<file path="config.mk">
export PLATFORM = sky130hd
export DESIGN_NAME = fp_stb_initiator
export DESIGN_NICKNAME = d
export VERILOG_FILES = /design/src/rtl/fp_hs_pkg.sv /design/src/rtl/hs_watchdog.sv /design/src/rtl/fp_stb_initiator.sv
export SDC_FILE = /design/constraint.sdc
export NUM_CORES = 1
export LEC_CHECK = 0
export BUFFER_PORTS_ARGS = -buffer_cell sky130_fd_sc_hd__buf_4
export CORE_MARGIN = 2
export CORE_UTILIZATION = 47
export DETAILED_ROUTE_END_ITERATION = 6
export HOLD_SLACK_MARGIN = 0.05
export PLACE_DENSITY = 0.78
export SETUP_SLACK_MARGIN = 0.1
export SYNTH_ARGS = -nofsm -noshare
export SYNTH_HDL_FRONTEND = slang
export SYNTH_SLANG_ARGS = --single-unit
</file>
<file path="constraint.sdc">
create_clock -name clk -period 2.1 [get_ports clk]
set_input_delay 0.315 -clock clk [delete_from_list [all_inputs] [get_ports clk]]
set_output_delay 0.315 -clock clk [all_outputs]
set_load 0.01 [all_outputs]
</file>
<file path="src/rtl/fp_hs_pkg.sv">
// Shared definitions for the strobe/acknowledge initiator family:
// FSM state encoding and default datapath/watchdog sizing.
package fp_hs_pkg;

   localparam int DEF_WIDTH   = 32;
   localparam int DEF_TIMEOUT = 255;

   typedef enum logic [1:0] {
      IDLE = 2'd0,
      SEND = 2'd1,
      WAIT = 2'd2,
      OUT  = 2'd3
   } state_e;

endpackage

</file>
<file path="src/rtl/hs_watchdog.sv">
// Transaction watchdog: counts enabled cycles since the last clear and
// flags when the count reaches TIMEOUT.
module hs_watchdog #(
   parameter int TIMEOUT = 255,
   parameter int CW      = $clog2(TIMEOUT + 1)
) (
   input  logic clk,
   input  logic rst,
   input  logic clear,
   input  logic enable,
   output logic expired
);

   logic [CW-1:0] cnt_q;
   logic [CW-1:0] cnt_d;

   assign expired = (cnt_q == CW'(TIMEOUT));

   // Saturate at TIMEOUT so a missed abort can never wrap back to a small count.
   always_comb begin
      cnt_d = cnt_q;
      if (clear) begin
         cnt_d = '0;
      end else if (enable && !expired) begin
         cnt_d = cnt_q + 1'b1;
      end
   end

   always_ff @(posedge clk) begin
      if (rst) begin
         cnt_q <= '0;
      end else begin
         cnt_q <= cnt_d;
      end
   end

endmodule

</file>
<file path="src/rtl/fp_stb_initiator.sv">
// Initiator bridging a valid/ready operand stream onto a stb/ack arithmetic
// unit and returning its result on a valid/ready stream, with abort watchdog.
module fp_stb_initiator
   import fp_hs_pkg::*;
#(
   parameter int WIDTH   = DEF_WIDTH,
   parameter int TIMEOUT = DEF_TIMEOUT,
   parameter int CW      = $clog2(TIMEOUT + 1)
) (
   input  logic             clk,
   input  logic             rst,
   input  logic [WIDTH-1:0] in_a,
   input  logic [WIDTH-1:0] in_b,
   input  logic             in_valid,
   output logic             in_ready,
   output logic [WIDTH-1:0] unit_a,
   output logic             unit_a_stb,
   input  logic             unit_a_ack,
   output logic [WIDTH-1:0] unit_b,
   output logic             unit_b_stb,
   input  logic             unit_b_ack,
   input  logic [WIDTH-1:0] unit_z,
   input  logic             unit_z_stb,
   output logic             unit_z_ack,
   output logic [WIDTH-1:0] out_z,
   output logic             out_valid,
   input  logic             out_ready,
   output logic             err_timeout,
   output logic             busy,
   output logic [15:0]      op_count
);

   state_e           state_q, state_d;
   logic [WIDTH-1:0] a_q, a_d, b_q, b_d, z_q, z_d;
   logic             a_stb_q, a_stb_d, b_stb_q, b_stb_d;
   logic             z_ack_q, z_ack_d, out_valid_q, out_valid_d;
   logic             err_q, err_d, in_ready_q, in_ready_d, busy_q, busy_d;
   logic [15:0]      cnt_q, cnt_d;
   logic             a_left, b_left;
   logic             wd_enable, wd_expired;

   assign wd_enable = (state_q == SEND) || (state_q == WAIT);

   hs_watchdog #(
      .TIMEOUT (TIMEOUT),
      .CW      (CW)
   ) u_watchdog (
      .clk     (clk),
      .rst     (rst),
      .clear   (!wd_enable),
      .enable  (wd_enable),
      .expired (wd_expired)
   );

   // An operand is still outstanding if its strobe is up and this edge does not ack it.
   assign a_left = a_stb_q && !unit_a_ack;
   assign b_left = b_stb_q && !unit_b_ack;

   always_comb begin
      state_d     = state_q;
      a_d         = a_q;
      b_d         = b_q;
      z_d         = z_q;
      a_stb_d     = a_stb_q;
      b_stb_d     = b_stb_q;
      z_ack_d     = z_ack_q;
      out_valid_d = out_valid_q;
      cnt_d       = cnt_q;
      err_d       = 1'b0;
      case (state_q)
         IDLE: begin
            if (in_valid && in_ready_q) begin
               a_d     = in_a;
               b_d     = in_b;
               a_stb_d = 1'b1;
               b_stb_d = 1'b1;
               state_d = SEND;
            end
         end
         SEND: begin
            // Completion outranks a simultaneous watchdog expiry.
            if (!a_left && !b_left) begin
               a_stb_d = 1'b0;
               b_stb_d = 1'b0;
               z_ack_d = 1'b1;
               state_d = WAIT;
            end else if (wd_expired) begin
               a_stb_d = 1'b0;
               b_stb_d = 1'b0;
               z_ack_d = 1'b0;
               err_d   = 1'b1;
               state_d = IDLE;
            end else begin
               a_stb_d = a_left;
               b_stb_d = b_left;
            end
         end
         WAIT: begin
            if (z_ack_q && unit_z_stb) begin
               z_d         = unit_z;
               z_ack_d     = 1'b0;
               out_valid_d = 1'b1;
               cnt_d       = cnt_q + 16'd1;
               state_d     = OUT;
            end else if (wd_expired) begin
               z_ack_d = 1'b0;
               err_d   = 1'b1;
               state_d = IDLE;
            end
         end
         OUT: begin
            if (out_valid_q && out_ready) begin
               out_valid_d = 1'b0;
               state_d     = IDLE;
            end
         end
         default: state_d = IDLE;
      endcase
      in_ready_d = (state_d == IDLE);
      busy_d     = (state_d != IDLE);
   end

   always_ff @(posedge clk) begin
      if (rst) begin
         state_q     <= IDLE;
         a_q         <= '0;
         b_q         <= '0;
         z_q         <= '0;
         a_stb_q     <= 1'b0;
         b_stb_q     <= 1'b0;
         z_ack_q     <= 1'b0;
         out_valid_q <= 1'b0;
         cnt_q       <= '0;
         err_q       <= 1'b0;
         in_ready_q  <= 1'b0;
         busy_q      <= 1'b0;
      end else begin
         state_q     <= state_d;
         a_q         <= a_d;
         b_q         <= b_d;
         z_q         <= z_d;
         a_stb_q     <= a_stb_d;
         b_stb_q     <= b_stb_d;
         z_ack_q     <= z_ack_d;
         out_valid_q <= out_valid_d;
         cnt_q       <= cnt_d;
         err_q       <= err_d;
         in_ready_q  <= in_ready_d;
         busy_q      <= busy_d;
      end
   end

   assign in_ready    = in_ready_q;
   assign unit_a      = a_q;
   assign unit_a_stb  = a_stb_q;
   assign unit_b      = b_q;
   assign unit_b_stb  = b_stb_q;
   assign unit_z_ack  = z_ack_q;
   assign out_z       = z_q;
   assign out_valid   = out_valid_q;
   assign err_timeout = err_q;
   assign busy        = busy_q;
   assign op_count    = cnt_q;

endmodule

</file>
Yosys cells after proc, flatten, opt, wreduce, memory -nomap -nowiden. Index checks and enable logic that the tools add are counted.

Add/subtract/negate cells: 2. Equal/unequal tests: 7. Multiplexer cells: 24. Bitwise operators: 1. Reductions and logical operators: 24.

Operators with widths (count): $add A16 B1 Y16 const B (1); $mux W1 (13); $mux W2 (5); $pmux W1 S2 (5); $add A8 B1 Y8 const B (1); $eq A8 B8 Y1 const B (1); $pmux W2 S4 (1); $reduce_bool A2 Y1 (4); $logic_and A1 B1 Y1 (7); $reduce_and A2 Y1 (3); $logic_not A1 Y1 (5); $eq A2 B2 Y1 const B (2); $logic_not A2 Y1 (2); $ne A2 B2 Y1 const B (2); $reduce_and A3 Y1 (1); $eq A2 B1 Y1 const B (1); $ne A2 B1 Y1 const B (1); $reduce_or A2 Y1 (1); $logic_or A1 B1 Y1 (1); $not A1 Y1 (1).

Flip-flop bits (word level): 129. Input bits: 103. Output and inout port bits: 119. Logic and storage cells: 71.

Longest topological paths before layout. Gate-level depths: netlist (run 1).

Depth in word-level cells: 7. Gate-level depth with buffers: 8.

Cells and area by module. Synthesis (run 1) repeated with hierarchy kept, for this count alone.

Cell total of the unflattened synthesis: 611. Area total of the unflattened synthesis: 4944.7 um^2.

By module, submodules not included: fp_stb_initiator (times used 1, cells each 566, area an instance 4519.3 um^2, seq. area each 2422.3 um^2); hs_watchdog (times used 1, cells each 45, area an instance 425.4 um^2, seq. area each 160.2 um^2).

Least setup slack after synthesis (run 1). OpenSTA, ideal clock, no wires.

Path type: reg-to-reg. Start: register state_q[0]. End: register cnt_q[6], in the netlist op_count[6]. Setup time: 128 ps. Arrival time: 1479 ps. Setup slack: 494 ps. Cell stages (with the launch flop): 9. Cell sequence: dfxtp_1 > inv_1 > ha_1 > and3_1 > and3_1 > buf_2 > nand4_1 > xor2_1 > nor2_1.

Longest elaborated chain between the ends: 2.

Ends and longest elaborated chain: start, declared (RTL line fp_stb_initiator.sv:33) `state_e state_q, state_d;`; start signal, assigned (RTL line fp_stb_initiator.sv:138) `state_q <= state_d;`; $eq A2 B2 Y1 (RTL line fp_stb_initiator.sv:70) `case (state_q)`; $reduce_and A2 Y1 (no source line); end signal, assigned (RTL line fp_stb_initiator.sv:146) `cnt_q <= cnt_d;`; end, declared (RTL line fp_stb_initiator.sv:38) `logic [15:0] cnt_q, cnt_d;`.

Every way passes these cells. A chain may end at the register's enable or synchronous reset.

Worst setup path after layout (run 1).
Start: register state_q[0]. End: register cnt_q[7], in the netlist op_count[7].

The elaborated chain is that of the path after synthesis.

==> results of run 1 <==
-- metrics by stage --
| stage | cell area (um2) | setup slack (ns) | std cells |
|---|---|---|---|
| finish | 7950 | 0.239 | 1028 |
| detailed placement | 6610 | 0.230 | 927 |
| CTS | 7920 | 0.173 | 1025 |
| global placement | 6610 | 0.336 | 927 |
| floorplan | 4840 | 0.494 | 599 |
| global route | 7950 | 0.0986 | 1028 |
-- cells by family after synthesis --
| kind of cell | synth area share |
|---|---|
| DFF | 0.533 |
| and+or+nand+nor | 0.242 |
| muxes | 0.00207 |
| buffers and inverters | 0.0359 |
| AOI/OAI and AO/OA | 0.136 |
| xor gates and xnor gates | 0.0326 |
| adders and majority gates | 0.0181 |
-- flip-flops by register name (all words and copies together), names as in the netlist, 2 cells and up --
signal,flops
op_count,16
out_z,32
state_q,2
u_watchdog.cnt_q,8
unit_a,32
unit_b,32
-- cells in the final DEF, fill, tap and decap left out, drive strengths merged --
master / n
a211oi: 2
a21boi: 1
a21oi: 106
a31oi: 2
a32oi: 1
and3: 7
and3b: 1
buf: 229
bufinv: 5
clkbuf: 19
clkinv: 4
clkinvlp: 3
dfxtp: 129
dlygate4sd3: 69
ha: 7
inv: 8
mux2i: 1
nand2: 209
nand2b: 1
nand3: 11
nand4: 6
nor2: 34
nor2b: 2
nor3: 5
nor4b: 1
o211ai: 1
o21ai: 4
o21bai: 1
o221ai: 2
o41ai: 1
or2: 2
xnor2: 6
xor2: 12
-- cells in the mapped netlist, drive strengths merged, types with 2 or more instances --
| master | number | area share |
|---|---|---|
| a211oi | 2 | 0.0031 |
| nor2 | 34 | 0.028 |
| nand3 | 11 | 0.013 |
| nor3 | 5 | 0.0072 |
| nor2b | 2 | 0.0026 |
| a31oi | 2 | 0.0026 |
| and3 | 7 | 0.0090 |
| o21ai | 4 | 0.0065 |
| xor2 | 12 | 0.022 |
| nand2 | 209 | 0.16 |
| o221ai | 2 | 0.0036 |
| xnor2 | 6 | 0.011 |
| ha | 7 | 0.018 |
| nand4 | 6 | 0.012 |
| or2 | 2 | 0.0026 |
| dfxtp | 129 | 0.53 |
| buf | 14 | 0.013 |
| a21oi | 106 | 0.11 |
| clkbuf | 23 | 0.018 |
| inv | 7 | 0.0054 |
-- critical path: cells and delay by family, from the launching register on --
| kind | cells | cell delay (ns) |
|---|---|---|
| buffers and inverters | 1 | 0.13 |
| adders and majority gates | 1 | 0.28 |
| xor gates and xnor gates | 1 | 0.14 |
| DFF | 1 | 0.34 |
| and+or+nand+nor | 4 | 0.84 |
-- power by group through the flow --
stage / Sequential (W) / Combinational, W / Clock [W]
final: 0.00292 / 0.00176 / 0.00317
after global routing: 0.00295 / 0.00190 / 0.00333
after CTS: 0.00291 / 0.00172 / 0.00319
after detailed placement: 0.00296 / 0.00160 / 0
after global placement: 0.00294 / 0.00155 / 0
after floorplan: 0.00305 / 0.000728 / 0
-- routing by layer --
metal	track usage	routed length [um]
met5	0	0
met4	0.116	476
met3	0.0724	1120
met2	0.483	8000
met1	0.314	6070
-- path summary, 6_finish.rpt --
| kind | to | slack, ns | depth (start not counted) |
|---|---|---|---|
| max reg2reg | op_count[7] | 0.24 | 7 |
| min reg2reg | out_z[29] | 0.45 | 2 |
| min | unit_a[21] | 0.07 | 3 |
| max | op_count[7] | 0.24 | 7 |
-- cell type report --
cell class                 count  area [um2]  area share
clock inverter                13         209      0.0263
clock buffer                  19         432      0.0543
tap                          136         170      0.0214
sequential                   129        2580       0.325
multi-input combinational    426        2100       0.264
timing repair buffer         298        2430       0.306
inverter                       7        26.3     0.00331
-- timing repair --
item / 4_1_cts / 5_1_grt
setup endpoints to repair: 0 / 9
endpoints found under the hold margin: 66 / 3
resized for setup: 0 / 3
hold buffers: 66 / 3
==> impl_metrics.json, run 1 <==
{
  "vias": 5212,
  "dieArea_mm2": 0.0111,
  "vias_per_cell": 5.07,
  "gp_congestion": 0.831,
  "fp.dieW_um": 105,
  "crit_chain": "inv_1 -> ha_1 -> nand3_2 -> or2_2 -> nor2_1 -> xnor2_1 -> nor2_1",
  "hold_viol": 0,
  "cts.sinks": 129,
  "final_nets": 989,
  "hold_path_startpoint": "in_a[21]",
  "hpwl_mm": 9.53,
  "fillers": 633,
  "hold-worst-slack_ns": 0.0652,
  "startpoint": "state_q[0]",
  "detail-route-antenna-nets": 0,
  "cp.required_ns": 2.48,
  "worst_path_max_delay_cell": "or2_2",
  "seq_area_frac_synth": 0.533,
  "drt_wl_total_mm": 15.7,
  "min_path_type": "in -> reg",
  "cts_setup_buffers": 0,
  "n_antenna_cell": 0,
  "drc_errors": 0,
  "synth_edf_count": 0,
  "slowest_delay_ns": 0.40,
  "power_leakage_nw": 3.39,
  "path_max_fanout": 10,
  "syn-num-nets": 709,
  "ys_warn_count": 0,
  "internal-power_w": 0.00564,
  "finalCriticalPeriod_ns": 1.86,
  "sw_frac_of_total": 0.282,
  "startpoint_type": "flip-flop",
  "cts_htree_levels": 4,
  "syn_inst": 599,
  "yosysUniqueCellTypes": 38,
  "grt_setup_unrepaired": "true",
  "drt_first_pass_iters": 4,
  "max_freq_mhz": 537,
  "crit_path_end_kind": "flip-flop",
  "ir_worst_vdd_mv": 0.683,
  "async_flop_share": 0,
  "portBuffers": 221,
  "worst_clock_skew_ns": 0.00614,
  "cp_common_cell": "nor2_1",
  "drtIter0Drc": 252,
  "power.total_w": 0.00785,
  "p_per_area_mw_per_mm2": 988,
  "slew_viol_final": 0,
  "seq_power_share": 0.372,
  "grt_overflow": 0,
  "worst_pin_slew_ns": 0.502,
  "cts_buffer_depth": 2,
  "drv_cap": 0,
  "area_delta_synth_final_pct": 64.2,
  "die_h_um": 105,
  "clockPowerShare": 0.404,
  "post-route-period-util": 0.886,
  "grt_pass1_wl_mm": 24.6,
  "grt_max_degree": 65,
  "insertion_delay_ns": 0.51,
  "combPwrFrac": 0.224,
  "syn_area_per_cell_um2": 8.08,
  "antenna_found_initial": 0,
  "core_area_mm2": 0.0101,
  "synth-seq-cells": 129,
  "syn_area_mm2": 0.00484,
  "rows": 37,
  "setup_tns_ns": 0,
  "clk_transition_reported_paths_ns": 0.06,
  "numCtsBuffers": 17,
  "cp.arrival_ns": 2.24,
  "drive_above_1_share": 0.309,
  "worstSetupPathType": "reg -> reg",
  "wl_per_cell_um": 15.2,
  "cts_root_buf": "clkbuf_8",
  "grt_pass1_vias": 5199,
  "io_pins": 222,
  "start_util": 0.477,
  "r2r_start": "state_q[0]",
  "max_slew_margin": 0.666,
  "power_switching_w": 0.00222,
  "track_usage": 0.275,
  "finalSetupViolations": 0,
  "outcome": "finished, final reports clean",
  "ys_dominant_reg_cell": "dfxtp_1",
  "cts_tree": "yes",
  "utilization": 0.784
}
(Power assumes the default switching activity.)
==> inputs of run 2 (changes only) <==
Settings changed: GPL_TIMING_DRIVEN from default to 0.
==> impl_metrics.json, run 2 (synthesis gave the netlist of run 1 again) <==
{
  "cp-endpoint": "unit_b[10]",
  "portBuffers": 221,
  "dieArea_mm2": 0.0111,
  "slew_viol_final": 0,
  "n_antenna_cell": 0,
  "vias": 5173,
  "drt_wl_total_mm": 15.2,
  "area_delta_synth_final_pct": 60.4,
  "outcome": "finished, final reports clean",
  "cp.required_ns": 2.53,
  "cts_root_buf": "clkbuf_8",
  "gp_congestion": 0.856,
  "ir_worst_vdd_mv": 0.521,
  "max_slew_margin": 0.608,
  "grt_pass1_vias": 5089,
  "cp.arrival_ns": 2.27,
  "slowest_delay_ns": 0.39,
  "insertion_delay_ns": 0.51,
  "ff2ff_path_depth": 7,
  "rows": 37,
  "cts_buffer_depth": 2,
  "fillers": 732,
  "numCtsBuffers": 17,
  "wl_per_cell_um": 14.7,
  "cts_setup_buffers": 0,
  "fp.dieW_um": 105,
  "detail-route-antenna-nets": 0,
  "place_inst": 956,
  "r2r_slack_ns": 0.26,
  "cp_top_family": "buffers and inverters",
  "cp_num_cells": 7,
  "startpoint_type": "flip-flop",
  "cts.sinks": 129,
  "reg2reg_to": "unit_b[10]",
  "clk_transition_reported_paths_ns": 0.06,
  "place_ws_ns": 0.220,
  "crit_chain": "inv_1 -> ha_1 -> and3_1 -> buf_2 -> buf_1 -> nand2_1 -> a21oi_1",
  "drv_cap": 0,
  "start_util": 0.477,
  "worstSetupPathType": "reg -> reg",
  "grt_max_degree": 17,
  "grt_pass1_wl_mm": 23.6,
  "max_freq_mhz": 543,
  "worst_clock_skew_ns": 0.0106,
  "grt_overflow": 0,
  "timing.final.ws_setup_ns": 0.257,
  "drt_first_pass_iters": 5,
  "grt_setup_unrepaired": "false",
  "drive_above_1_share": 0.309,
  "cts_tree": "yes",
  "post-route-period-util": 0.877,
  "io_pins": 222,
  "track_usage": 0.264,
  "core_area_mm2": 0.0101,
  "final_common_cell": "buf_4",
  "drc_errors": 0,
  "final_nets": 999,
  "min_path_type": "in -> reg",
  "multi_input_area_mm2": 0.00209,
  "power_leakage_nw": 3.32,
  "final_cells": 1038,
  "crit_path_end_kind": "flip-flop",
  "worst_path_max_delay_cell": "buf_1",
  "setup_tns_ns": 0,
  "vias_per_cell": 4.98,
  "worst_pin_slew_ns": 0.588,
  "p_per_area_mw_per_mm2": 969,
  "drtIter0Drc": 248,
  "antenna_found_initial": 0,
  "hpwl_mm": 10.2,
  "worstPathBufferInverterCount": 3,
  "r2r_start": "state_q[1]",
  "startpoint": "state_q[1]",
  "finalCriticalPeriod_ns": 1.84,
  "seqCellArea_mm2": 0.00258,
  "layout_common_cells": "buf_4 (221), nand2_1 (209), dfxtp_1 (129)",
  "finalSetupViolations": 0,
  "cts_htree_levels": 4,
  "die_h_um": 105,
  "path_max_fanout": 10,
  "hold_viol": 0
}
==> run 2: cell type report <==
class / instances / share of cell area
Buffer: 37 / 0.0201
Clock buffer: 19 / 0.0556
Clock inverter: 13 / 0.0193
Inverter: 7 / 0.00338
Multi-Input combinational cell: 426 / 0.269
Sequential cell: 129 / 0.333
Tap cell: 136 / 0.0219
Timing Repair Buffer: 271 / 0.278
==> run 2: what timing repair did <==
| item | CTS | global route |
|---|---|---|
| endpoints found under the hold margin | 42 | 8 |
| gates resized for setup | 0 | 12 |
| setup endpoints to repair | 0 | 37 |
| hold buffers | 42 | 8 |
==> run 2: worst min-delay path, stage by stage <==
cell and delay [ns]:
buf_4 0.11, nand2_1 0.05, a21oi_1 0.05
==> run 2: report_power, final <==
group | total (W) | internal [W] | leakage (nW) | switching [W]
Clock | 0.00288 | 0.00174 | 0.269 | 0.00114
Sequential | 0.00292 | 0.00273 | 1.05 | 0.000187
Combinational | 0.00174 | 0.000804 | 2.01 | 0.000931
Total | 0.00753 | 0.00527 | 3.32 | 0.00225
==> run 2: per-layer routing <==
metal	track usage	wire [um]	vias up
li1	-	-	2550
met1	0.296	5960	2394
met2	0.462	7790	198
met3	0.0934	1110	31
met4	0.0933	359	0
met5	0	0	-
==> run 2: how the worst min path moves through the flow <==
stage                              startpoint                  end  slack, ns  cells after the start
after CTS                            in_a[22]           unit_a[22]       0.05                      3
after global placement              out_z[15]            out_z[15]       0.44                      2
final                                 in_b[6]            unit_b[6]       0.06                      3
after global routing               unit_z[23]            out_z[23]       0.05                      3
after floorplan           u_watchdog.cnt_q[1]  u_watchdog.cnt_q[1]       0.44                      2
after detailed placement           unit_a[14]           unit_a[14]       0.45                      2
==> run 2: per-stage QoR <==
step	power (W)	hold slack, ns	instance area [um2]	util
2_1_floorplan	0.00378	0.444	4840	-
3_3_place_gp	0.00451	0.443	6670	0.658
3_5_place_dp	0.00456	0.447	6670	0.658
4_1_cts	0.00750	0.0501	7670	0.757
5_1_grt	0.00789	0.0505	7770	0.766
6_report	0.00753	0.0644	7770	0.766
